$ cat src/rtl/tdm_burst_acc.sv
// =============================================================================
// tdm_burst_acc : per-channel TDM burst accumulator with 2-entry output FIFO.
// Optional: define TDM_ACC_SAT_EN to clamp pushed sums to the PW-bit range.
// Revision: 1.0
// =============================================================================
`default_nettype none

module tdm_burst_acc #(
    parameter  int WIDTH     = 8,
    parameter  int CHANNELS  = 4,
    parameter  int BURST_LEN = 8,
    localparam int PW        = 2 * WIDTH,
    localparam int CW        = $clog2(CHANNELS),
    localparam int AW        = PW + $clog2(BURST_LEN)
) (
    input  logic          clk,
    input  logic          rst,
    input  logic [PW-1:0] din_p_i,
    input  logic          din_valid_i,
    input  logic [CW-1:0] din_ch_i,
    input  logic          clear_i,
    output logic [AW-1:0] dout_sum_o,
    output logic [CW-1:0] dout_ch_o,
    output logic          dout_valid_o,
    input  logic          dout_ready_i,
    output logic          ovf_o
);

    localparam int             NW       = $clog2(BURST_LEN);
    localparam logic [NW-1:0]  CNT_LAST = NW'(BURST_LEN - 1);
    localparam logic [CW:0]    CH_LIM   = (CW + 1)'(CHANNELS);
`ifdef TDM_ACC_SAT_EN
    localparam logic [AW-1:0]  SAT_MAX  = {{(AW-PW+1){1'b0}}, {(PW-1){1'b1}}};
    localparam logic [AW-1:0]  SAT_MIN  = {{(AW-PW+1){1'b1}}, {(PW-1){1'b0}}};
`endif

    logic [AW-1:0] acc_q [CHANNELS];
    logic [NW-1:0] cnt_q [CHANNELS];

    logic [AW-1:0] head_sum_q, tail_sum_q;
    logic [CW-1:0] head_ch_q, tail_ch_q;
    logic [1:0]    count_q;
    logic          ovf_q;

    logic [AW-1:0] sum_d;
    logic [AW-1:0] push_val_d;
    logic          accept_d, last_d, push_d, pop_d, full_d, push_ok_d;

    always_comb begin
        accept_d   = din_valid_i && ({1'b0, din_ch_i} < CH_LIM) && !clear_i;
        sum_d      = acc_q[din_ch_i] + {{(AW-PW){din_p_i[PW-1]}}, din_p_i};
        last_d     = (cnt_q[din_ch_i] == CNT_LAST);
        push_d     = accept_d && last_d;
        pop_d      = (count_q != 2'd0) && dout_ready_i;
        full_d     = (count_q == 2'd2);
        // A pop frees the slot a full FIFO needs, so push and pop both succeed.
        push_ok_d  = push_d && (!full_d || pop_d);
`ifdef TDM_ACC_SAT_EN
        if (sum_d[AW-1:PW-1] != {(AW-PW+1){sum_d[AW-1]}})
            push_val_d = sum_d[AW-1] ? SAT_MIN : SAT_MAX;
        else
            push_val_d = sum_d;
`else
        push_val_d = sum_d;
`endif
    end

    always_ff @(posedge clk) begin
        if (rst || clear_i) begin
            for (int i = 0; i < CHANNELS; i++) begin
                acc_q[i] <= '0;
                cnt_q[i] <= '0;
            end
        end else if (accept_d) begin
            if (last_d) begin
                acc_q[din_ch_i] <= '0;
                cnt_q[din_ch_i] <= '0;
            end else begin
                acc_q[din_ch_i] <= sum_d;
                cnt_q[din_ch_i] <= cnt_q[din_ch_i] + NW'(1);
            end
        end
    end

    always_ff @(posedge clk) begin
        if (rst) begin
            head_sum_q <= '0;
            head_ch_q  <= '0;
            tail_sum_q <= '0;
            tail_ch_q  <= '0;
            count_q    <= 2'd0;
            ovf_q      <= 1'b0;
        end else begin
            if (push_d && full_d && !pop_d)
                ovf_q <= 1'b1;
            case ({push_ok_d, pop_d})
                2'b01: begin
                    head_sum_q <= tail_sum_q;
                    head_ch_q  <= tail_ch_q;
                    count_q    <= count_q - 2'd1;
                end
                2'b10: begin
                    if (count_q == 2'd0) begin
                        head_sum_q <= push_val_d;
                        head_ch_q  <= din_ch_i;
                    end else begin
                        tail_sum_q <= push_val_d;
                        tail_ch_q  <= din_ch_i;
                    end
                    count_q <= count_q + 2'd1;
                end
                2'b11: begin
                    if (count_q == 2'd1) begin
                        head_sum_q <= push_val_d;
                        head_ch_q  <= din_ch_i;
                    end else begin
                        head_sum_q <= tail_sum_q;
                        head_ch_q  <= tail_ch_q;
                        tail_sum_q <= push_val_d;
                        tail_ch_q  <= din_ch_i;
                    end
                end
                default: ;
            endcase
        end
    end

    assign dout_sum_o   = head_sum_q;
    assign dout_ch_o    = head_ch_q;
    assign dout_valid_o = (count_q != 2'd0);
    assign ovf_o        = ovf_q;

endmodule

`default_nettype wire

$ cat config.mk
export PLATFORM = sky130hd
export DESIGN_NAME = tdm_burst_acc
export DESIGN_NICKNAME = d
export VERILOG_FILES = /design/src/rtl/tdm_burst_acc.sv
export SDC_FILE = /design/constraint.sdc
export NUM_CORES = 1
export LEC_CHECK = 0
export BUFFER_PORTS_ARGS = -buffer_cell sky130_fd_sc_hd__buf_2
export CAP_MARGIN = 10
export CORE_ASPECT_RATIO = 2
export CORE_UTILIZATION = 60
export DETAILED_ROUTE_END_ITERATION = 8
export GPL_ROUTABILITY_DRIVEN = 0
export MAX_ROUTING_LAYER = met4
export PLACE_DENSITY = 0.79
export SYNTH_ARGS = -nofsm -noshare
export SYNTH_HDL_FRONTEND = slang
export SYNTH_SLANG_ARGS = --single-unit
$ cat constraint.sdc
create_clock -name clk -period 9.5 [get_ports clk]
set_input_delay 0.475 -clock clk [delete_from_list [all_inputs] [get_ports clk]]
set_output_delay 0.475 -clock clk [all_outputs]
set_load 0.05 [all_outputs]
=== Word-level counts from Yosys, hierarchy flattened ===
Memory sizes are Yosys's and may differ from the RTL's.
Index checks and enable logic that the tools add are counted.
Widths: inputs -> output; s select.

* Equality and inequality tests: 9
* Bitwise gates (word level): 2
* Muxes and demuxes: 31
* Reduce and logical (&&, ||, !) cells: 20
* $add $sub $neg: 4

{| class="wikitable"
|+ Operator list
! operator !! number
|-
| $mux 19 || 6
|-
| $pmux 19 s3 || 1
|-
| $pmux 19 s2 || 1
|-
| $add 19x19->19 || 1
|-
| $reduce_or 19->1 || 1
|-
| $mux 1 || 12
|-
| $mux 2 || 6
|-
| $pmux 2 s2 || 2
|-
| $eq 2x2->1 const B || 3
|-
| $logic_and 1x1->1 || 6
|-
| $mux 3 || 2
|-
| $ne 2x2->1 const B || 3
|-
| $pmux 2 s3 || 1
|-
| $reduce_bool 2->1 || 3
|-
| $eq 2x1->1 const B || 2
|-
| $add 3x1->3 const B || 1
|-
| $eq 3x3->1 const B || 1
|-
| $logic_not 1->1 || 3
|-
| $reduce_and 3->1 || 1
|-
| $reduce_bool 3->1 || 1
|-
| $reduce_or 3->1 || 1
|-
| $add 2x1->2 const B || 1
|-
| $logic_not 2->1 || 1
|-
| $logic_or 1x1->1 || 2
|-
| 3 further kinds || 4
|}

* Memory bits (writable): 88
* Output and inout bits: 23
* Input port bits: 23
* Flip-flop bits (word level): 45
* Logic and storage cells: 74
* Memories kept: 2

{| class="wikitable"
|+ Memories
! name !! words !! width !! rd ports !! clocked after memory_dff !! wr ports !! RTL line !! source
|-
| acc_q || 4 || 19 || 1 || 0 || 4 || 37 || <nowiki>logic [AW-1:0] acc_q [CHANNELS];</nowiki>
|-
| cnt_q || 4 || 3 || 1 || 0 || 4 || 38 || <nowiki>logic [NW-1:0] cnt_q [CHANNELS];</nowiki>
|}

=== Logic depth before layout (Yosys ltp) ===
Gate-level depths: netlist (run 1).
An unclocked memory read counts as a cell.

* Word-level depth: 9
* Mapped depth: 15
* Depth with buffers taken out: 12

=== Worst setup path after synthesis (run 1) ===
No wires, ideal clock.

* Path type: input -> register
* Start: input din_ch_i[0]
* End: register head_sum_q[15] (netlist: dout_sum_o[15])
* Data required time: 9.412 ns
* Stages on the path: 13
* Setup slack: 6.099 ns
* Buffers on the path: 3
* Arrival: 3.313 ns
* Library setup time: 0.088 ns
* Path through: buf_4 > buf_2 > mux4_2 > ha_1 > ha_1 > nand3b_1 > a21oi_1 > ha_1 > nand2_1 > a21boi_0 > clkbuf_1 > a21oi_1 > a311oi_2

* Longest elaborated chain between the ends: 7
* Elaborated cells between the ends (all ways): 15
* Classes of those cells: 1 x add/sub; 5 x eq/ne; 3 x mux; 4 x reduce/logical; 2 x memory

{| class="wikitable"
|+ RTL lines
! element !! RTL line !! source
|-
| from (decl) || 20 || <nowiki>input logic [CW-1:0] din_ch_i,</nowiki>
|-
| parallel branches: the longest is 7 deep, another holds $mem_v2 4x19 || n/a ||
|-
| to (signal assigned) || 98 || <nowiki>head_sum_q <= tail_sum_q;</nowiki>
|-
| to (signal assigned) || 104 || <nowiki>head_sum_q <= push_val_d;</nowiki>
|-
| to (signal assigned) || 114 || <nowiki>head_sum_q <= push_val_d;</nowiki>
|-
| to (decl) || 40 || <nowiki>logic [AW-1:0] head_sum_q, tail_sum_q;</nowiki>
|}

Parallel ways; which one is timed is not known. The select of a mux whose other input is x is not followed.
A chain may end at the register's enable or synchronous reset.

=== Worst setup path after layout (run 1) ===
* Start: input din_ch_i[0]
* End: register tail_sum_q[11]

* Longest elaborated chain between the ends: 7
* Elaborated cells between the ends (all ways): 15
* Classes of those cells: 1 x add/sub; 5 x eq/ne; 3 x mux; 4 x reduce/logical; 2 x memory

{| class="wikitable"
|+ RTL lines
! element !! RTL line !! source
|-
| parallel branches: the longest is 7 deep, another holds $mem_v2 4x19 || n/a ||
|-
| to (signal assigned) || 107 || <nowiki>tail_sum_q <= push_val_d;</nowiki>
|-
| to (signal assigned) || 119 || <nowiki>tail_sum_q <= push_val_d;</nowiki>
|-
| to (decl) || 40 ||
|}

Parallel ways; which one is timed is not known. The select of a mux whose other input is x is not followed.

==> impl_metrics.json, run 1 <==
{
  "rsz0062_at_grt": "false",
  "grt-ovfl-total": 0,
  "critPathArrivalTime_ns": 4.08,
  "criticalPathCategory": "in2reg",
  "grt_max_degree": 51,
  "syn_area_um2": 6735,
  "path_cells": "buf_2, mux4_2, ha_1, ha_1, nand3b_1, a21oi_1, ha_1, mux2i_1, nand2_1, o31ai_1, nor2b_1",
  "min_path_type": "reg2reg",
  "synth_edf_count": 88,
  "outcome": "finished clean",
  "core-area_um2": 10950,
  "end_kind": "register",
  "cts_root_buf": "clkbuf_16",
  "synth_nets": 670,
  "port_buffers": 45,
  "final_max_slew_viol_count": 0,
  "drtPass1Iterations": 5,
  "grt_pass1_wl_um": 25590,
  "r2r-end": "tail_sum_q[11]",
  "slew_headroom_pct": 25.17,
  "routedWlPerCell_um": 19.64,
  "rr_worst_depth": 10,
  "yosys.area.top_type": "edfxtp_1",
  "power_density_nw_per_um2": 210.4,
  "yosys_most_used_dff": "edfxtp_1",
  "drv_cap": 0,
  "grt_antenna_before_repair": 0,
  "async_flop_share_pct": 0,
  "drive_gt1_share_pct": 18.37,
  "post_cts_buffers": 0,
  "r2r-start": "cnt_q[2][0]",
  "drt_iter0_markers": 445,
  "numCtsBuffers": 17,
  "cts.sinks": 133,
  "hpwlAfterDp_um": 10970,
  "max_freq_ghz": 0.2676,
  "clockBufferDepth": 2,
  "die_area_um2": 11680,
  "crit_top_cell": "ha_1",
  "layout_min_cycle_time_ns": 3.737,
  "crit_required_ns": 9.85,
  "synthToLayoutAreaGrowth_pct": 12.26,
  "ant_nets": 0,
  "startpoint_type": "primary input",
  "crit_path_max_fanout": 28,
  "grt_pass1_vias": 5158,
  "die_w_um": 76.92,
  "fin_hold_ws_ns": 0.4569,
  "peakVddDrop_mv": 0.1567,
  "grt.total_usage_pct": 29.77,
  "cpMaxStageDelayCell": "buf_2",
  "clk_latency_ns": 0.42,
  "fin_skew_ns": 0.008713,
  "die-height_um": 151.8,
  "setup_viol": 0,
  "synth_common_cells": "110 x nor2_1, 88 x edfxtp_1, 57 x nand2_1",
  "rows": 54,
  "num_vias": 5033,
  "hold_viol_final": 0,
  "cellLeakagePower_nw": 2.990,
  "io-pin-count": 46,
  "synth.top_cells.by_area": "edfxtp_1 39%, dfxtp_1 13%, mux4_2 7.4%, nor2_1 6.1%, ha_1 4.6%",
  "synth.avg_cell_area_um2": 10.85,
  "post-route-drc-count": 0,
  "viasPerCell": 6.260,
  "synth_top_cell_area_share_pct": 39.23,
  "cp-endpoint": "tail_sum_q[11]",
  "yosysUniqueCellTypes": 66,
  "htreeDepth": 4,
  "worst_slew_pin_slew_ns": 1.120,
  "start_util_pct": 61.53,
  "cts_hold_buffers": 0,
  "synth_cells": 621,
  "critPathMaxStageDelay_ns": 0.67,
  "path_clk_slew_ns": 0.06,
  "yosys_warnings": 0,
  "synth_most_common_cell": "nor2_1",
  "layout.nets": 700,
  "tritoncts": "done",
  "diodes": 0,
  "crit_path_start": "din_ch_i[0]",
  "post_cts.resized_instances": 0,
  "tns_ns": 0,
  "synth_seq_area_share_pct": 52.61,
  "period_share_pct": 39.33,
  "reg2reg_slack_ns": 6.24,
  "wl_um": 15790,
  "ys_seq_elements": 133
}
layout make-up:
class | count | area [µm²]
Timing Repair Buffer | 48 | 251.5
Fill cell | 834 | 3385
Clock inverter | 15 | 138.9
Sequential cell | 133 | 3543
Inverter | 25 | 93.84
Tap cell | 140 | 175.2
Multi-Input combinational cell | 426 | 2933
Clock buffer | 17 | 425.4
state kept, by name (all words and copies together) (netlist names):
signal      cells
acc_q          76
dout_sum_o     19
count_q         2
ovf_o           1
dout_ch_o       2
cnt_q          12
tail_sum_q     19
tail_ch_q       2
metal layers:
metal | GRT usage, % | wire [µm]
met4 | 14.38 | 480
met5 | - | 0
met1 | 31.00 | 5638
met3 | 5.165 | 878
met2 | 53.06 | 8791
report_power, final:
part | internal [mW] | switching [mW]
combinational | 0.0944 | 0.207
sequential | 0.652 | 0.0133
clock | 0.345 | 0.279
total | 1.09 | 0.499
worst max-delay path: cells and delay by family:
family	cells	cell delay (ns)
mux	2	0.83
buf+inv	1	0.67
fa+ha+maj	3	0.73
simple gates	3	0.85
compound gates	2	0.52
how the worst min path moves through the flow:
stage	endpoint	cells past startpoint	start	slack [ns]
finish	tail_sum_q[8]	2	tail_sum_q[8]	0.46
detailed placement	tail_sum_q[8]	2	tail_sum_q[8]	0.45
global route	tail_sum_q[12]	2	tail_sum_q[12]	0.47
floorplan	tail_sum_q[10]	2	tail_sum_q[10]	0.44
CTS	tail_sum_q[8]	2	tail_sum_q[8]	0.45
global placement	tail_sum_q[12]	2	tail_sum_q[12]	0.44
kinds of logic after synthesis:
group,Yosys count,synth area share [%]
simple gates,242,16.50
flops,133,52.61
compound gates,121,12.65
buf+inv,62,3.845
fa+ha+maj,26,4.941
mux,24,7.654
xor+xnor,13,1.802
metrics by stage:
| step | utilization, % | instance area (µm²) | power, mW | setup WS (ns) | instances |
|---|---|---|---|---|---|
| floorplan | - | 6735 | 0.9016 | 6.099 | 621 |
| detailed placement | 63.82 | 6985 | 0.9723 | 5.339 | 771 |
| finish | 69.08 | 7561 | 1.591 | 5.764 | 804 |
| global placement | 63.82 | 6985 | 0.9620 | 5.453 | 771 |
| global route | 69.08 | 7561 | 1.642 | 5.467 | 804 |
| CTS | 68.98 | 7550 | 1.591 | 5.738 | 803 |
layout by cell type, fill, tap and decap left out, types with 11 or more instances in the layout:
cell type,count
a21oi_1,40
buf_2,45
clkbuf_16,17
dfxtp_1,45
edfxtp_1,88
ha_1,25
inv_1,25
mux4_2,22
nand2_1,57
nor2_1,110
nor3_1,24
xnor2_1,11
Power figures use the tool's default switching activity.
==> inputs of run 2 (changes only) <==
--- a/config.mk
+++ b/config.mk
@@ -8,11 +8,11 @@
 export BUFFER_PORTS_ARGS = -buffer_cell sky130_fd_sc_hd__buf_2
 export CAP_MARGIN = 10
 export CORE_ASPECT_RATIO = 2
-export CORE_UTILIZATION = 60
+export CORE_UTILIZATION = 55
 export DETAILED_ROUTE_END_ITERATION = 8
 export GPL_ROUTABILITY_DRIVEN = 0
 export MAX_ROUTING_LAYER = met4
-export PLACE_DENSITY = 0.79
+export PLACE_DENSITY = 0.76
 export SYNTH_ARGS = -nofsm -noshare
 export SYNTH_HDL_FRONTEND = slang
 export SYNTH_SLANG_ARGS = --single-unit
==> constraint.sdc (replaced) <==
create_clock -name clk -period 3.4 [get_ports clk]
set_input_delay 0.17 -clock clk [delete_from_list [all_inputs] [get_ports clk]]
set_output_delay 0.17 -clock clk [all_outputs]
set_load 0.05 [all_outputs]
==> run 2 against run 1 <==
  * Sequential power increased to 2.8 times the previous value
  * Die area grew 8.9%
  * Total power increased to 2.9 times the previous value
  * Largest cell class unchanged
  * Count of clock-buffer cells in the layout increased by 1
  * Critical path type is now reg2reg
  * Global-route usage down 0.20 points
==> impl_metrics.json, run 2 (synthesis results as in run 1) <==
{
  "outcome": "finished clean",
  "power_mw": 4.644,
  "final_common_cell": "nor2_1",
  "numCtsBuffers": 17,
  "path_delay_family": "compound AO/OA/AOI/OAI gates",
  "hpwlAfterDp_um": 11580,
  "wl_um": 16660,
  "grt_max_degree": 50,
  "viasPerCell": 6.259,
  "startpoint_type": "register",
  "cts_root_buf": "clkbuf_16",
  "whs_path_depth": 4,
  "drtPass1Iterations": 6,
  "pwr-share-seq_pct": 40.0,
  "cts.sinks": 133,
  "path_cells": "mux4_2, ha_1, a211oi_2, o21ai_0, a21oi_1, o21ai_2, xnor2_1, nor2_1",
  "fin_skew_ns": 0.01015,
  "crit_path_max_fanout": 6,
  "io-pin-count": 46,
  "peakVddDrop_mv": 0.4812,
  "core-area_um2": 11840,
  "period_share_pct": 92.74,
  "setup_viol": 0,
  "critPathMaxStageDelay_ns": 0.55,
  "cp.depth": 8,
  "grt_pass1_vias": 5324,
  "crit_buf_inv": 0,
  "layout_min_cycle_time_ns": 3.153,
  "drive_gt1_share_pct": 20.23,
  "die_area_um2": 12720,
  "final_max_slew_viol_count": 0,
  "power_density_nw_per_um2": 594.7,
  "multi_input_area_um2": 2933,
  "p_int_mw": 3.318,
  "layout.nets": 720,
  "die_w_um": 80.25,
  "htreeDepth": 4,
  "tritoncts": "done",
  "synthToLayoutAreaGrowth_pct": 15.92,
  "place_area_um2": 7199,
  "comb_power_share_pct": 18.7,
  "rows": 56,
  "largest_reg_flops": 76,
  "largest_register": "acc_q",
  "clockBufferDepth": 2,
  "clk_latency_ns": 0.43,
  "critPathArrivalTime_ns": 3.31,
  "die-height_um": 158.5,
  "min_path_type": "in2reg",
  "cts_hold_buffers": 0,
  "regArea_um2": 3543,
  "post_cts.resized_instances": 0,
  "ant_nets": 0,
  "max_freq_ghz": 0.3171,
  "drv_cap": 0,
  "cpMaxStageDelayCell": "xnor2_1",
  "swShare_pct": 28.55,
  "start_util_pct": 56.88,
  "num_vias": 5176,
  "clkPwrFrac_pct": 41.4,
  "routedWlPerCell_um": 20.14,
  "grt_pass1_wl_um": 26650,
  "end_kind": "register",
  "tns_ns": 0,
  "post-route-drc-count": 0,
  "rsz0062_at_grt": "false",
  "final_cell_mix": "110 x nor2_1, 88 x edfxtp_1, 57 x nand2_1, 45 x dfxtp_1, 45 x buf_2",
  "fillCellCount": 877,
  "grt_antenna_before_repair": 0,
  "switchingPower_mw": 1.326,
  "cellLeakagePower_nw": 3.121,
  "worst_slew_pin_slew_ns": 0.6637,
  "hold_viol_final": 0,
  "diodes": 0,
  "path_clk_slew_ns": 0.06,
  "post_cts_buffers": 0,
  "drt_iter0_markers": 415,
  "port_buffers": 45,
  "design_area_um2": 7807,
  "criticalPathCategory": "reg2reg",
  "grt.total_usage_pct": 29.57,
  "rr_worst_depth": 8,
  "crit_required_ns": 3.55,
  "grt-ovfl-total": 0,
  "slew_headroom_pct": 55.44
}
run 2: cell types whose count changed in the layout (fill, tap and decap cells not counted), sizes merged:
| cell | delta |
|---|---|
| buf | +20 |
| bufinv | +4 |
| clkbuf | +1 |
| clkinvlp | -1 |
| inv | -6 |
run 2: per-stage QoR:
step,util (%),worst slack (ns),std cells,hold slack [ns]
final,65.93,0.2467,827,0.2459
after global routing,65.93,0.1612,827,0.2766
after CTS,65.93,0.3117,827,0.2428
after detailed placement,60.80,0.1161,797,0.4469
after global placement,60.80,0.1695,797,0.4414
after floorplan,-,0.3039,621,0.4360
run 2: cell type report:
cell class | count | area share, %
tap | 145 | 2.324
multi-input combinational | 426 | 37.56
clock buffer | 18 | 5.497
sequential | 133 | 45.38
clock inverter | 12 | 2.292
timing repair buffer | 68 | 5.737
inverter | 25 | 1.202
run 2: worst min-delay path, delay by kind of cell:
family / cells / cell delay [ns]
compound gates: 1 / 0.12
fa+ha+maj: 1 / 0.19
buf+inv: 1 / 0.08
simple gates: 1 / 0.07
run 2: power groups by stage:
stage	Clock, mW	Sequential [mW]	Combinational, mW
3_3_place_gp	0	1.88	0.824
3_5_place_dp	0	1.89	0.845
5_1_grt	1.99	1.87	0.937
2_1_floorplan	0	2.01	0.505
6_report	1.92	1.86	0.866
4_1_cts	1.92	1.86	0.855
run 2: per-layer routing:
metal | share of wire, % | global-route usage [%]
met3 | 5.2 | 4.814
met1 | 36 | 29.93
met2 | 54 | 52.30
met4 | 4.5 | 18.03
met5 | 0 | -
run 2: worst paths after layout:
path	slack, ns	to	startpoint
hold reg to reg	0.45	tail_sum_q[17]	tail_sum_q[17]
setup reg to reg	0.25	acc_q[1][13]	acc_q[2][1]
hold / removal	0.25	tail_sum_q[0]	din_p_i[0]
setup / recovery	0.25	acc_q[1][13]	acc_q[2][1]
